[config.mk]
export PLATFORM = sky130hd
export DESIGN_NAME = psum_accumulator
export DESIGN_NICKNAME = d
export VERILOG_FILES = /design/src/rtl/psum_accumulator.sv
export SDC_FILE = /design/constraint.sdc
export NUM_CORES = 1
export LEC_CHECK = 0
export CAP_MARGIN = 20
export CELL_PAD_IN_SITES_DETAIL_PLACEMENT = 1
export CELL_PAD_IN_SITES_GLOBAL_PLACEMENT = 1
export CORE_ASPECT_RATIO = 0.6
export CORE_MARGIN = 10
export CORE_UTILIZATION = 54
export CTS_BUF_LIST = sky130_fd_sc_hd__clkbuf_16
export DETAILED_ROUTE_END_ITERATION = 8
export PLACE_DENSITY_LB_ADDON = 0.25
export SLEW_MARGIN = 5
export SYNTH_ARGS = -nofsm -noshare
export SYNTH_HDL_FRONTEND = slang
export SYNTH_SLANG_ARGS = --single-unit
[constraint.sdc]
create_clock -name clk -period 5 [get_ports clk]
set_input_delay 1.25 -clock clk [delete_from_list [all_inputs] [get_ports clk]]
set_output_delay 1.25 -clock clk [all_outputs]
set_load 0.005 [all_outputs]
[src/rtl/psum_accumulator.sv]
// psum_accumulator: accumulates the PE column's 32-bit partial-sum stream over
// NUM_CHANNELS input-channel passes into a per-pixel buffer and emits finished
// output-feature-map pixels with their address.
// Optional feature: define PSUM_RELU_EN to clamp negative final sums to zero.
module psum_accumulator #(
    parameter int unsigned OFMAP_SIZE   = 16,
    parameter int unsigned NUM_CHANNELS = 4,
    parameter int unsigned ADDR_W       = $clog2(OFMAP_SIZE)
) (
    input  logic              clk,
    input  logic              rst_n,
    input  logic              start,
    input  logic              psum_valid,
    input  logic [31:0]       psum_data,
    output logic              psum_ready,
    output logic              out_valid,
    input  logic              out_ready,
    output logic [31:0]       out_data,
    output logic [ADDR_W-1:0] out_addr,
    output logic              busy,
    output logic              done,
    output logic              overflow
);

    localparam int unsigned DATA_W = 32;
    localparam int unsigned CHAN_W = (NUM_CHANNELS > 1) ? $clog2(NUM_CHANNELS) : 1;

    typedef enum logic [1:0] {
        IDLE  = 2'd0,
        ACCUM = 2'd1,
        FLUSH = 2'd2
    } state_t;

    state_t            state;
    state_t            state_next;
    logic [ADDR_W-1:0] pix_cnt;
    logic [CHAN_W-1:0] chan_cnt;
    logic [DATA_W-1:0] pix_buf [OFMAP_SIZE];

    logic              first_chan;
    logic              last_chan;
    logic              last_pix;
    logic              xfer;
    logic              out_xfer;
    logic [DATA_W-1:0] addend;
    logic [DATA_W-1:0] sum;
    logic [DATA_W-1:0] result;
    logic              sum_ovf;

    // Pass/pixel position decode, handshakes and the accumulate adder
    always_comb begin
        first_chan = (chan_cnt == '0);
        last_chan  = (chan_cnt == CHAN_W'(NUM_CHANNELS - 1));
        last_pix   = (pix_cnt == ADDR_W'(OFMAP_SIZE - 1));
        // Final pass may only accept when the output register is free or draining
        psum_ready = (state == ACCUM) && (!last_chan || !out_valid || out_ready);
        xfer       = psum_valid && psum_ready;
        out_xfer   = out_valid && out_ready;
        // Channel 0 ignores stale buffer contents by adding to zero
        addend     = first_chan ? '0 : pix_buf[pix_cnt];
        sum        = addend + psum_data;
        sum_ovf    = (addend[DATA_W-1] == psum_data[DATA_W-1]) &&
                     (sum[DATA_W-1] != addend[DATA_W-1]);
`ifdef PSUM_RELU_EN
        result     = sum[DATA_W-1] ? '0 : sum;
`else
        result     = sum;
`endif
    end

    // Next-state logic; FLUSH lingers through the done cycle so a coincident start is ignored
    always_comb begin
        state_next = state;
        case (state)
            IDLE: begin
                if (start) state_next = ACCUM;
            end
            ACCUM: begin
                if (xfer && last_chan && last_pix) state_next = FLUSH;
            end
            FLUSH: begin
                if (done) state_next = IDLE;
            end
            default: state_next = IDLE;
        endcase
    end

    // State register plus busy/done status flags
    always_ff @(posedge clk or negedge rst_n) begin
        if (!rst_n) begin
            state <= IDLE;
            busy  <= 1'b0;
            done  <= 1'b0;
        end else begin
            state <= state_next;
            busy  <= (state_next != IDLE);
            done  <= (state == FLUSH) && out_xfer;
        end
    end

    // Pixel/channel counters and sticky overflow flag
    always_ff @(posedge clk or negedge rst_n) begin
        if (!rst_n) begin
            pix_cnt  <= '0;
            chan_cnt <= '0;
            overflow <= 1'b0;
        end else if ((state == IDLE) && start) begin
            pix_cnt  <= '0;
            chan_cnt <= '0;
            overflow <= 1'b0;
        end else if (xfer) begin
            overflow <= overflow | sum_ovf;
            if (last_pix) begin
                pix_cnt  <= '0;
                chan_cnt <= last_chan ? '0 : chan_cnt + CHAN_W'(1);
            end else begin
                pix_cnt  <= pix_cnt + ADDR_W'(1);
            end
        end
    end

    // Output register: loaded by final-pass transfers, cleared once drained
    always_ff @(posedge clk or negedge rst_n) begin
        if (!rst_n) begin
            out_valid <= 1'b0;
            out_data  <= '0;
            out_addr  <= '0;
        end else if (xfer && last_chan) begin
            out_valid <= 1'b1;
            out_data  <= result;
            out_addr  <= pix_cnt;
        end else if (out_xfer) begin
            out_valid <= 1'b0;
        end
    end

    // Per-pixel partial-sum buffer; the final pass never writes back
    always_ff @(posedge clk) begin
        if (xfer && !last_chan) begin
            pix_buf[pix_cnt] <= sum;
        end
    end

endmodule

======== Yosys cells after proc, flatten, opt, wreduce, memory -nomap -nowiden ========
Memory sizes are Yosys's and may differ from the RTL's.
Cells that the tools add are included.
word-level totals
  bits in registers ....................... 48
  latch bits .............................. 0
  RAM bits ................................ 512
  bits in read-only memories .............. 0
  input port bits ......................... 37
  output and inout bits ................... 41
  word-level logic and storage cells ...... 58
  memories ................................ 1
memories
  name     words  bits a word  read ports  clocked after memory_dff  wr ports  RTL line  text
  pix_buf  16     32           1           0                         1         38        logic [DATA_W-1:0] pix_buf [OFMAP_SIZE];
cells by class
  add/subtract/negate cells ............... 3
  $mul .................................... 0
  divide/modulo/power cells ............... 0
  magnitude comparators ................... 0
  eq/ne operators ......................... 6
  shift-type cells ........................ 0
  multiplexer cells ....................... 18
  bitwise operators ....................... 1
  reduce and logical (&&, ||, !) cells .... 20
operators with widths
  operator               count
  $add A32 B32 Y32       1
  $mux W32               1
  $mux W2                7
  $mux W4                3
  $logic_and A1 B1 Y1    9
  $reduce_bool A2 Y1     4
  $mux W1                6
  $pmux W2 S3            1
  $add A4 B1 Y4 const B  1
  $eq A2 B2 Y1 const B   2
  $eq A4 B4 Y1 const B   1
  $logic_not A2 Y1       2
  $add A2 B1 Y2 const B  1
  $eq A2 B1 Y1 const B   1
  $logic_not A1 Y1       2
  $logic_or A1 B1 Y1     2
  $reduce_and A2 Y1      1
  $eq A1 B1 Y1           1
  $ne A1 B1 Y1           1
  $or A1 B1 Y1           1

======== Logic depth before layout (Yosys ltp) ========
Gate-level depths: netlist (run 1).
  depth in word-level cells ............... 11
  depth in mapped cells ................... 15
  gate-level depth less buffers ........... 12

======== Worst setup path after synthesis (run 1) ========
No wires, ideal clock.
  path kind ............................... in2reg
  start point ............................. input out_ready
  end point ............................... memory pix_buf[0][0], enable pin
  setup time .............................. 0.461 ns
  arrival time ............................ 4.445 ns
  required time ........................... 4.539 ns
  slack ................................... 0.094 ns
  stages .................................. 6
  path buffers ............................ 0
  cells stage by stage .................... inv_1 -> a311oi_1 -> nand2_1 -> nor2_1 -> nand2_1 -> nor3_1
on the way
  word-level cells in the longest chain between the ends .. 6
ends and longest elaborated chain
  item                           RTL line  text
  from (decl)                    17        input logic out_ready,
  $logic_or A1 B1 Y1             56        psum_ready = (state == ACCUM) && (!last_chan || !out_valid || out_ready);
  $logic_and A1 B1 Y1            56
  net psum_ready                 15        output logic psum_ready,
  $logic_and A1 B1 Y1            57        xfer = psum_valid && psum_ready;
  $logic_and A1 B1 Y1            139       if (xfer && !last_chan) begin
  $mux W1                        139
  $mux W1 (not written as such)  140       pix_buf[pix_cnt] <= sum;
  to (decl)                      38
The timed path passes the listed nets, and every way through them passes these cells.

======== Worst setup path in the final report (run 1) ========
  start point ............................. register pix_cnt[0]
  end point ............................... memory pix_buf[8][26], data pin
on the way
  word-level cells in the longest chain between the ends .. 3
ends and longest elaborated chain
  item                    RTL line  text
  from (decl)             36        logic [ADDR_W-1:0] pix_cnt;
  from (signal assigned)  117       pix_cnt <= pix_cnt + ADDR_W'(1);
  $mem_v2 Z16 W32         -
  $mux W32                60        addend = first_chan ? '0 : pix_buf[pix_cnt];
  $add A32 B32 Y32        61        sum = addend + psum_data;
  net result[26]          47        logic [DATA_W-1:0] result;
The timed path passes the listed nets, and every way through them passes these cells.

==> summary.txt, run 1 <==
Status
  • Status: completed

STA
  • Worst Slack Setup Final: 0.140 ns
  • Slew Limit Fails: 0
  • Hold Slack: 0.488 ns
  • Slew @ Worst Pin: 1.01 ns
  • Period minus WS final: 4.86 ns
  • Achievable Freq: 206 MHz
  • Number of setup violations in the final report: 0
  • Period utilization: 97.2%
  • Hold Vio Cnt, Final: 0
  • Relative slew slack: 32.4%
  • Worst Skew: 0.0285 ns

Global routing
  • Initial antenna violation count: 0
  • Residual overflow from global routing: 0
  • Global Route Usage Sum: 24.5%
  • First-pass GRT wire length: 93600 um
  • Largest net degree at the start of global routing: 42
  • Vias in the first global route: 13.5k

Worst setup path
  • Crit-path cells: buf_4 > mux4_2 > mux4_2 > nor2b_1 > ha_1 > fa_1 > a21o_1 > a221o_1 > a22oi_4 > o21a_2 > o21ai_2 > xor2_1 > buf_4
  • Crit path DAT: 5.30 ns
  • Slowest stage delay, CP: 0.66 ns
  • Crit. End Element: flop
  • Crit start category: flop
  • Slowest CP cell: xor2_1
  • R2r setup slk: 0.14 ns
  • Worst Path Max Fanout: 10
  • WP data required: 5.44 ns
  • Crit path kind: reg2reg

Detailed routing
  • Per-cell routed wire length: 32.1 um
  • Vias: 12.8k
  • Post-route antenna net violation count: 0
  • Drt via density: 6.50
  • TritonRoute pass-1 iters: 5
  • Initial DRC count: 1492
  • Routed wire length: 63300 um
  • # DRC: 0

Placement
  • Place WS: -0.129 ns
  • Port-buffer cells: 77
  • Detailed placement HPWL: 38300 um
  • GPL Wtd Cong: 0.877

Floorplanning
  • Core Rows: 58
  • Die width: 288 um
  • Initial Utilization: 55.1%
  • Chip height: 181 um
  • Die area: 52000 sq um
  • Io pins: 78
  • Core area: 42200 sq um

CTS
  • Num CTS Buffers: 50
  • Clock sink total: 560
  • CTS Root Cell: clkbuf_16
  • CTS Hold Buffers Added: 0
  • CTS H-tree lvls: 2
  • Clk Latency, worst-skew pair: 0.59 ns
  • TritonCTS clock tree: built
  • CTS Buffer Depth: 3
  • Clock transition at path regs: 0.07 ns

Synth
  • Primary FF master, synth: edfxtp_1
  • Syn nets: 1282
  • Post-synth ARST share: 8.57%
  • Syn Area/Cell: 19.3 sq um
  • Post-synthesis register bit count: 560
  • Synthesis Warnings: 0
  • Number of synthesized flops with an enable pin: 512
  • Syn Inst Count: 1207
  • Synthesized area: 23200 sq um
  • Post-synthesis cell type count: 59
  • Register area share after synthesis: 71.3%

Cells and area
  • Fin nets: 1436
  • Final core area utilization: 64.5%
  • Layout cells sized above 1: 27.3%
  • Layout area overhead: 17.0%

Power
  • Pleak: 9.28 nW
  • Power per Cell Area: 670 nW/um^2
  • Worst vdd ir: 0.000434 V

Hold path
  • Hold WC Path Type: reg2reg

Flow run
  • Max-Cap Viols: 0
## cell type report
| class | count | area (sq um) |
|---|---|---|
| Sequential cell | 560 | 16600 |
| Fill cell | 3494 | 15000 |
| Multi-Input combinational cell | 579 | 6550 |
| Timing Repair Buffer | 159 | 1610 |
| Clock buffer | 51 | 1280 |
| Tap cell | 570 | 713 |
| Clock inverter | 42 | 417 |
| Inverter | 11 | 41.3 |
| Antenna cell | 1 | 2.50 |
## placed cells by master (no fill, tap or decap), types with 3 or more instances in the layout
cell / n
a21oi_1: 37
clkinvlp_4: 4
clkinv_2: 15
buf_12: 18
edfxtp_1: 512
ha_1: 36
bufinv_16: 8
mux2_2: 20
nor2b_1: 35
nor2_1: 31
nor3_2: 4
a211oi_1: 8
clkinv_1: 6
a21o_1: 13
and3_1: 5
buf_4: 62
nand3_1: 7
nand2b_1: 4
a31oi_1: 4
xor2_1: 9
dfrtp_1: 44
clkdlybuf4s50_1: 76
o21ai_0: 25
inv_1: 17
nor2_4: 13
a311oi_1: 4
clkbuf_16: 51
nand4_1: 6
o211a_1: 3
mux2i_1: 3
and4_1: 3
mux4_2: 158
xnor2_2: 5
xnor2_1: 15
nor3_1: 5
o211ai_1: 5
o21a_1: 3
nand2_1: 78
## what timing repair did
action,CTS,global route
setup buffers,0,3
gates resized for setup,6,2
setup endpoints to repair,100,58
## through the flow
stage	total power, mW	instances	setup TNS (ns)	cell area (sq um)
after global routing	19.1	1972	-0.556	27200
final	18.2	1973	0	27200
after detailed placement	14.2	1873	-6.07	25400
after global placement	13.7	1869	0	25400
after floorplan	11.5	1207	0	23200
after CTS	18.2	1966	0	27100
## critical path, delay by kind of cell (launching register included)
family | cells | cell delay, ns
compound gates | 5 | 1.24
mux | 2 | 1.00
fa+ha+maj | 2 | 0.74
xor+xnor | 1 | 0.66
buf+inv | 2 | 0.46
flops | 1 | 0.43
simple gates | 1 | 0.16
## per-layer routing
layer | global-route usage (%) | share of wire [%]
met3 | 3.90 | 7.3
met1 | 35.3 | 42
met5 | 0 | 0
met2 | 39.0 | 49
met4 | 5.75 | 2.0
## registers in the layout, summed over array words and instances (netlist names)
name,count
busy,1
out_data,32
state,2
out_valid,1
pix_cnt,4
out_addr,4
chan_cnt,2
overflow,1
pix_buf,512
done,1
## synthesized netlist by cell type, types with 2 or more instances
cell type  instances  area [sq um]
and4_1             3          26.3
mux2i_1            3          30.0
mux2_2            20           225
edfxtp_1         512         15400
o21ai_0           25           125
o21ai_1            2          10.0
nor2b_1           35           219
o21a_1             3          22.5
a211oi_1           8          60.1
and3_1             6          37.5
a221o_1            2          20.0
nand4_1            6          37.5
nor3_1             9          45.0
or2_2              2          12.5
nand2_1           78           293
dfrtp_1           48          1200
nor2_1            44           165
a31oi_1            4          25.0
nand3_1            7          35.0
nand2b_1           4          25.0
o31ai_2            2          25.0
clkbuf_1          21          78.8
o31ai_1            2          15.0
buf_2             25           125
a22o_1             2          17.5
o211ai_1           5          37.5
a21boi_0           2          15.0
a21oi_1           37           185
a311oi_1           4          35.0
buf_1             10          37.5
xor2_1            11          96.3
o211a_1            3          30.0
inv_1             11          41.3
ha_1              37           463
mux4_2           158          3560
a21o_1            13          97.6
o2111ai_1          2          17.5
xnor2_1           20           175
## logic make-up (layout without fill, tap and decap cells)
family	count (synthesis)	after routing	synth area share, %
flops	560	560	71.3
simple gates	199	199	4.00
mux	181	181	16.4
compound gates	130	130	3.76
buf+inv	68	263	1.27
fa+ha+maj	38	38	2.08
xor+xnor	31	31	1.17
other cells	0	1	0
## report_power, final
group          total, mW  switching [mW]  internal (mW)
clock               4.00            1.73           2.27
sequential          7.56           0.234           7.33
combinational       6.65            4.12           2.53
total               18.2            6.08           12.1
## path summary, 6_finish.rpt
kind / startpoint / endpoint / depth (start not counted)
setup / recovery: pix_cnt[0] / pix_buf[8][26] / 13
hold / removal: out_data[9] / out_data[9] / 2
min in group asynchronous: rst_n / out_data[17] / 1
hold reg to reg: out_data[9] / out_data[9] / 2
setup reg to reg: pix_cnt[0] / pix_buf[8][26] / 13
max in group asynchronous: rst_n / pix_cnt[1] / 2
No activity file was read; power rests on OpenSTA's default activity.
==> run 2: changes to the inputs <==
--- a/config.mk
+++ b/config.mk
@@ -5,7 +5,7 @@
 export SDC_FILE = /design/constraint.sdc
 export NUM_CORES = 1
 export LEC_CHECK = 0
-export CAP_MARGIN = 20
+export CAP_MARGIN = 10
 export CELL_PAD_IN_SITES_DETAIL_PLACEMENT = 1
 export CELL_PAD_IN_SITES_GLOBAL_PLACEMENT = 1
 export CORE_ASPECT_RATIO = 0.6
==> run 2 against run 1 <==
Against the previous run: final cell count shrank 0.25%; critical endpoint is now pix_buf[1][30]; critical path type unchanged; critical path depth increased by 1; power grew 1.0%; combinational power rose by 2%; via count is 0.24% higher; die area did not move; hold slack lost 0.0037 ns; clock skew is 0.0060 ns lower; clock power grew 1%; clock-buffer cell count stayed put; maximum frequency is essentially flat.
==> summary.txt, run 2 (synthesized netlist as in run 1, its figures left out) <==
Status
  • Status: completed

CTS
  • Clk Latency, worst-skew pair: 0.58 ns
  • Clock transition at path regs: 0.07 ns
  • CTS Buffer Depth: 3
  • CTS H-tree lvls: 2
  • TritonCTS clock tree: built
  • Clock sink total: 560
  • Num CTS Buffers: 50
  • CTS Root Cell: clkbuf_16
  • CTS Hold Buffers Added: 0

STA
  • Achievable Freq: 206 MHz
  • Period utilization: 97.3%
  • Hold Vio Cnt, Final: 0
  • Period minus WS final: 4.86 ns
  • Number of setup violations in the final report: 0
  • Relative slew slack: 23.8%
  • Slew @ Worst Pin: 1.14 ns
  • Setup_tns: 0 ns
  • Worst Slack Setup Final: 0.137 ns
  • Worst Skew: 0.0225 ns
  • RSZ-0062 raised after global routing: no
  • Slew Limit Fails: 0

Placement
  • Cells after DPL: 1870
  • GPL Wtd Cong: 0.877
  • Place WS: -0.140 ns
  • Detailed placement HPWL: 38400 um
  • Port-buffer cells: 77

Hold path
  • Hold WC Path Type: reg2reg

Cells and area
  • Sequential Area: 16600 sq um
  • Max reg flops: 512
  • Commonest non-fill, non-tap cell in the layout: edfxtp_1
  • Final core area utilization: 64.6%
  • Filler cells: 3456
  • Largest Register: pix_buf
  • Non-Filler Instances: 1968
  • Multi-input gate area: 6610 sq um
  • Biggest regs: pix_buf x512, out_data x32
  • Fin nets: 1433
  • Layout area overhead: 17.2%
  • Layout cells sized above 1: 27.1%
  • Most frequent cells in the layout: edfxtp_1, mux4_2, nand2_1
  • ANT cells: 0

Worst setup path
  • Crit path DAT: 5.19 ns
  • Slowest CP cell: dfrtp_4
  • Delay-heaviest family, CP: compound AO/OA/AOI/OAI gates
  • Crit path kind: reg2reg
  • Slowest stage delay, CP: 0.55 ns
  • Worst Path Max Fanout: 11
  • Crit. End Element: flop
  • Most used cell, CP: mux4_2
  • Crit start category: flop
  • Crit-path cells: buf_12 > mux4_2 > mux4_2 > nor2b_1 > ha_1 > fa_1 > a21o_1 > a221o_1 > a22oi_4 > o21a_2 > o21ai_2 > a21boi_0 > xnor2_2 > buf_4
  • WP data required: 5.33 ns
  • Number of buffers and inverters on the critical path: 2

Global routing
  • Met2 usage: 40.0%
  • Initial antenna violation count: 0
  • Global Route Usage Sum: 25.0%
  • Grt met1 use: 35.6%
  • Largest net degree at the start of global routing: 42
  • GR peak layer: met2
  • Residual overflow from global routing: 0
  • First-pass GRT wire length: 95300 um
  • Routing usage on met3: 4.74%
  • Vias in the first global route: 13.7k

Floorplanning
  • Io pins: 78
  • Core area: 42200 sq um
  • Die width: 288 um
  • Initial Utilization: 55.1%
  • Core Rows: 58
  • Die area: 52000 sq um
  • Chip height: 181 um

Power
  • Sw frac: 33.7%
  • Pleak: 9.30 nW
  • Combinational Power Share: 36.9%
  • Clk pwr share: 22.0%
  • Psw: 6.20 mW
  • Worst vdd ir: 0.000437 V
  • Seq pwr share: 41.2%
  • Internal power: 12.2 mW
  • Power per Cell Area: 675 nW/um^2

Detailed routing
  • Post-route antenna net violation count: 0
  • Initial DRC count: 1522
  • Vias: 12.9k
  • Routed wire length: 64900 um
  • TritonRoute pass-1 iters: 5
  • Per-cell routed wire length: 33.0 um
  • # DRC: 0
  • Drt via density: 6.53

Flow run
  • Max-Cap Viols: 0
==> run 2: cell count changes in the layout (fill, tap and decap cells not counted), moves of 2 or more <==
cell and change:
xnor2_1 -5, clkinv_2 -8, clkinv_1 +8, clkinvlp_4 -2
xnor2_2 +5, buf_4 -3
==> run 2: final timing paths <==
path	from	end	slack (ns)	cells past startpoint
min reg2reg	out_data[9]	out_data[9]	0.48	2
max	pix_cnt[0]	pix_buf[1][30]	0.14	14
min in group asynchronous	rst_n	out_data[22]	0.82	1
min	out_data[9]	out_data[9]	0.48	2
max reg2reg	pix_cnt[0]	pix_buf[1][30]	0.14	14
max in group asynchronous	rst_n	pix_cnt[1]	3.26	2
==> run 2: cell type report <==
cell class	count	area share (%)
multi-input combinational	579	24.2
tap	570	2.62
timing repair buffer	156	5.87
inverter	11	0.152
clock buffer	51	4.68
clock inverter	41	1.56
sequential	560	60.9
==> run 2: power by group through the flow <==
stage | registers, mW | clock network (mW) | logic (mW)
2_1_floorplan | 7.56 | 0 | 3.91
6_report | 7.58 | 4.04 | 6.78
3_5_place_dp | 7.69 | 0 | 6.44
3_3_place_gp | 7.64 | 0 | 6.09
4_1_cts | 7.59 | 4.10 | 6.59
5_1_grt | 7.62 | 4.31 | 7.27
==> run 2: timing repair <==
item	in CTS	in global routing
buffers inserted	0	6
gates resized for setup	9	6
setup endpoints to repair	151	104
pin swaps	0	2
==> run 2: per-layer routing <==
metal / vias up / part of all wire (%)
met5: - / 0
met4: 0 / 1.9
met3: 86 / 8.3
met2: 663 / 49
met1: 6900 / 41
li1: 5207 / -
==> run 2: stage by stage <==
step | power [mW] | hold slack, ns | instance area [sq um]
2_1_floorplan | 11.5 | 0.470 | 23200
3_3_place_gp | 13.7 | 0.460 | 25400
3_5_place_dp | 14.1 | 0.468 | 25400
4_1_cts | 18.3 | 0.489 | 27100
5_1_grt | 19.2 | 0.517 | 27200
6_report | 18.4 | 0.484 | 27200
==> run 2: worst reg2reg max path, delay by kind of cell, from the launching register on <==
kind	cells	cell delay [ns]
AOI/OAI and AO/OA	6	1.66
muxes	2	0.97
adders and majority gates	2	0.76
DFF	1	0.55
buffers and inverters	2	0.35
and+or+nand+nor	1	0.15
xor gates and xnor gates	1	0.15
==> run 3: changes to the inputs <==
--- a/config.mk
+++ b/config.mk
@@ -10,10 +10,10 @@
 export CELL_PAD_IN_SITES_GLOBAL_PLACEMENT = 1
 export CORE_ASPECT_RATIO = 0.6
 export CORE_MARGIN = 10
-export CORE_UTILIZATION = 54
+export CORE_UTILIZATION = 45
 export CTS_BUF_LIST = sky130_fd_sc_hd__clkbuf_16
 export DETAILED_ROUTE_END_ITERATION = 8
-export PLACE_DENSITY_LB_ADDON = 0.25
+export PLACE_DENSITY = 0.71
 export SLEW_MARGIN = 5
 export SYNTH_ARGS = -nofsm -noshare
 export SYNTH_HDL_FRONTEND = slang
==> run 3 against run 2 <==
Against the previous run: sequential cell count stayed put; sequential share of layout area is 0.76 points lower; power is 0.66% lower; non-clock buffer count is 19 higher; final area is 1.3% higher; final cell count is 7.4% higher; critical path depth stayed put; maximum frequency is 1.0% higher; clock skew is 0.010 ns lower; core utilization is 11 points lower; critical path type unchanged; largest power group unchanged.
==> summary.txt, run 3 (synthesized netlist as in run 1, its figures left out) <==
Detailed routing
  • TritonRoute pass-1 iters: 7
  • Initial DRC count: 1326
  • Per-cell routed wire length: 29.7 um
  • Vias: 12.6k
  • Routed wire length: 62900 um
  • Drt via density: 5.96
  • Post-route antenna net violation count: 0
  • # DRC: 0

Placement
  • GPL Wtd Cong: 0.849
  • Detailed placement HPWL: 38000 um
  • Cells after DPL: 2010
  • Port-buffer cells: 77

Floorplanning
  • Chip height: 196 um
  • Die width: 313 um
  • Die area: 61400 sq um
  • Core Rows: 64
  • Core area: 51000 sq um
  • Initial Utilization: 45.6%
  • Io pins: 78

STA
  • Slew Limit Fails: 0
  • Period utilization: 96.3%
  • Number of setup violations in the final report: 0
  • Worst Skew: 0.0120 ns
  • RSZ-0062 raised after global routing: no
  • Setup_tns: 0 ns
  • Hold Vio Cnt, Final: 0
  • Achievable Freq: 208 MHz
  • Period minus WS final: 4.81 ns
  • Relative slew slack: 37.4%
  • Slew @ Worst Pin: 0.937 ns
  • Hold Slack: 0.482 ns

Worst setup path
  • Crit start category: flop
  • Number of buffers and inverters on the critical path: 2
  • Worst Path Max Fanout: 10
  • Crit path kind: reg2reg
  • Crit path DAT: 5.28 ns
  • WP data required: 5.46 ns
  • Crit-path cells: buf_12 > mux4_2 > mux4_2 > nor2b_1 > ha_1 > fa_1 > a21o_1 > a221o_1 > a22oi_4 > o2111ai_1 > a211oi_2 > xnor2_1 > buf_4 > mux2_2
  • Most used cell, CP: mux4_2
  • Crit. End Element: flop
  • Slowest stage delay, CP: 0.51 ns
  • Delay-heaviest family, CP: compound AO/OA/AOI/OAI gates
  • Slowest CP cell: dfrtp_4

Power
  • Pleak: 9.41 nW
  • Worst vdd ir: 0.000349 V
  • Sw frac: 33.2%
  • Seq pwr share: 41.5%
  • Internal power: 12.2 mW
  • Final Power: 18.3 mW
  • Combinational Power Share: 36.6%
  • Clk pwr share: 21.8%
  • Power per Cell Area: 663 nW/um^2
  • Psw: 6.07 mW

Status
  • Status: completed

Global routing
  • First-pass GRT wire length: 92400 um
  • Initial antenna violation count: 1
  • Global Route Usage Sum: 20.2%
  • Residual overflow from global routing: 0
  • Largest net degree at the start of global routing: 40
  • Vias in the first global route: 13.4k

CTS
  • Clock sink total: 560
  • CTS Hold Buffers Added: 0
  • CTS H-tree lvls: 2
  • TritonCTS clock tree: built
  • Num CTS Buffers: 51
  • CTS Buffer Depth: 3
  • CTS Root Cell: clkbuf_16
  • Clock transition at path regs: 0.07 ns
  • Clk Latency, worst-skew pair: 0.58 ns

Cells and area
  • Non-Filler Instances: 2113
  • Layout area overhead: 18.7%
  • Commonest non-fill, non-tap cell in the layout: edfxtp_1
  • Layout cells sized above 1: 28.0%
  • Fin nets: 1453
  • Max reg flops: 512
  • Largest Register: pix_buf
  • Most frequent cells in the layout: edfxtp_1, mux4_2, nand2_1
  • ANT cells: 0
  • Biggest regs: pix_buf x512, out_data x32

Flow run
  • Max-Cap Viols: 0

Hold path
  • Hold WC Path Type: reg2reg
run 3: cell types whose count changed in the layout (fill, tap and decap cells not counted), moves of 2 or more:
cell / delta
buf_4: +14
buf_12: +6
clkinv_2: +3
xor2_2: +3
bufinv_16: -2
clkbuf_16: +2
clkinv_1: +2
xor2_1: -2
run 3: worst paths after layout:
path                        startpoint      endpoint  slack [ns]  cells after the start
hold / removal             out_data[5]   out_data[5]        0.48                      2
hold reg to reg            out_data[5]   out_data[5]        0.48                      2
setup reg to reg            pix_cnt[0]  out_data[28]        0.19                     14
max in group asynchronous        rst_n    pix_cnt[0]        3.39                      2
setup / recovery            pix_cnt[0]  out_data[28]        0.19                     14
min in group asynchronous        rst_n  out_data[20]        0.55                      1
run 3: per-layer routing:
layer  vias to the layer above  track usage [%]  share of wire, %
li1                       5235                -                 -
met2                       448             31.0                46
met4                         0             3.45               1.5
met3                        78             3.88               7.0
met1                      6834             30.2                46
met5                         -                0                 0
run 3: what timing repair did:
item,4_1_cts,5_1_grt
setup buffers,0,4
setup endpoints to repair,49,136
gates resized for setup,3,7
run 3: tightest hold or removal path, stage by stage (launching register included):
cell and delay, ns:
dfrtp_1 0.34, nand2_1 0.05, nand2_1 0.06
run 3: metrics by stage:
step | setup slack, ns | utilization (%) | area [sq um]
2_1_floorplan | 0.0936 | - | 23200
3_3_place_gp | 0.101 | 50.4 | 25700
3_5_place_dp | -0.0383 | 50.4 | 25700
4_1_cts | 0.0301 | 53.8 | 27400
5_1_grt | 0.0210 | 54.1 | 27600
6_report | 0.186 | 54.1 | 27600
run 3: power by group through the flow:
stage          Sequential, mW  Combinational [mW]  Clock (mW)
2_1_floorplan            7.56                3.91           0
3_3_place_gp             7.68                6.18           0
3_5_place_dp             7.72                6.43           0
4_1_cts                  7.62                6.51        4.07
5_1_grt                  7.64                7.23        4.26
6_report                 7.59                6.70        3.99
run 3: layout make-up:
cell class / instances / area, sq um
Clock buffer: 53 / 1330
Clock inverter: 42 / 362
Fill cell: 4583 / 23400
Inverter: 11 / 41.3
Multi-Input combinational cell: 579 / 6600
Sequential cell: 560 / 16600
Tap cell: 693 / 867
Timing Repair Buffer: 175 / 1810
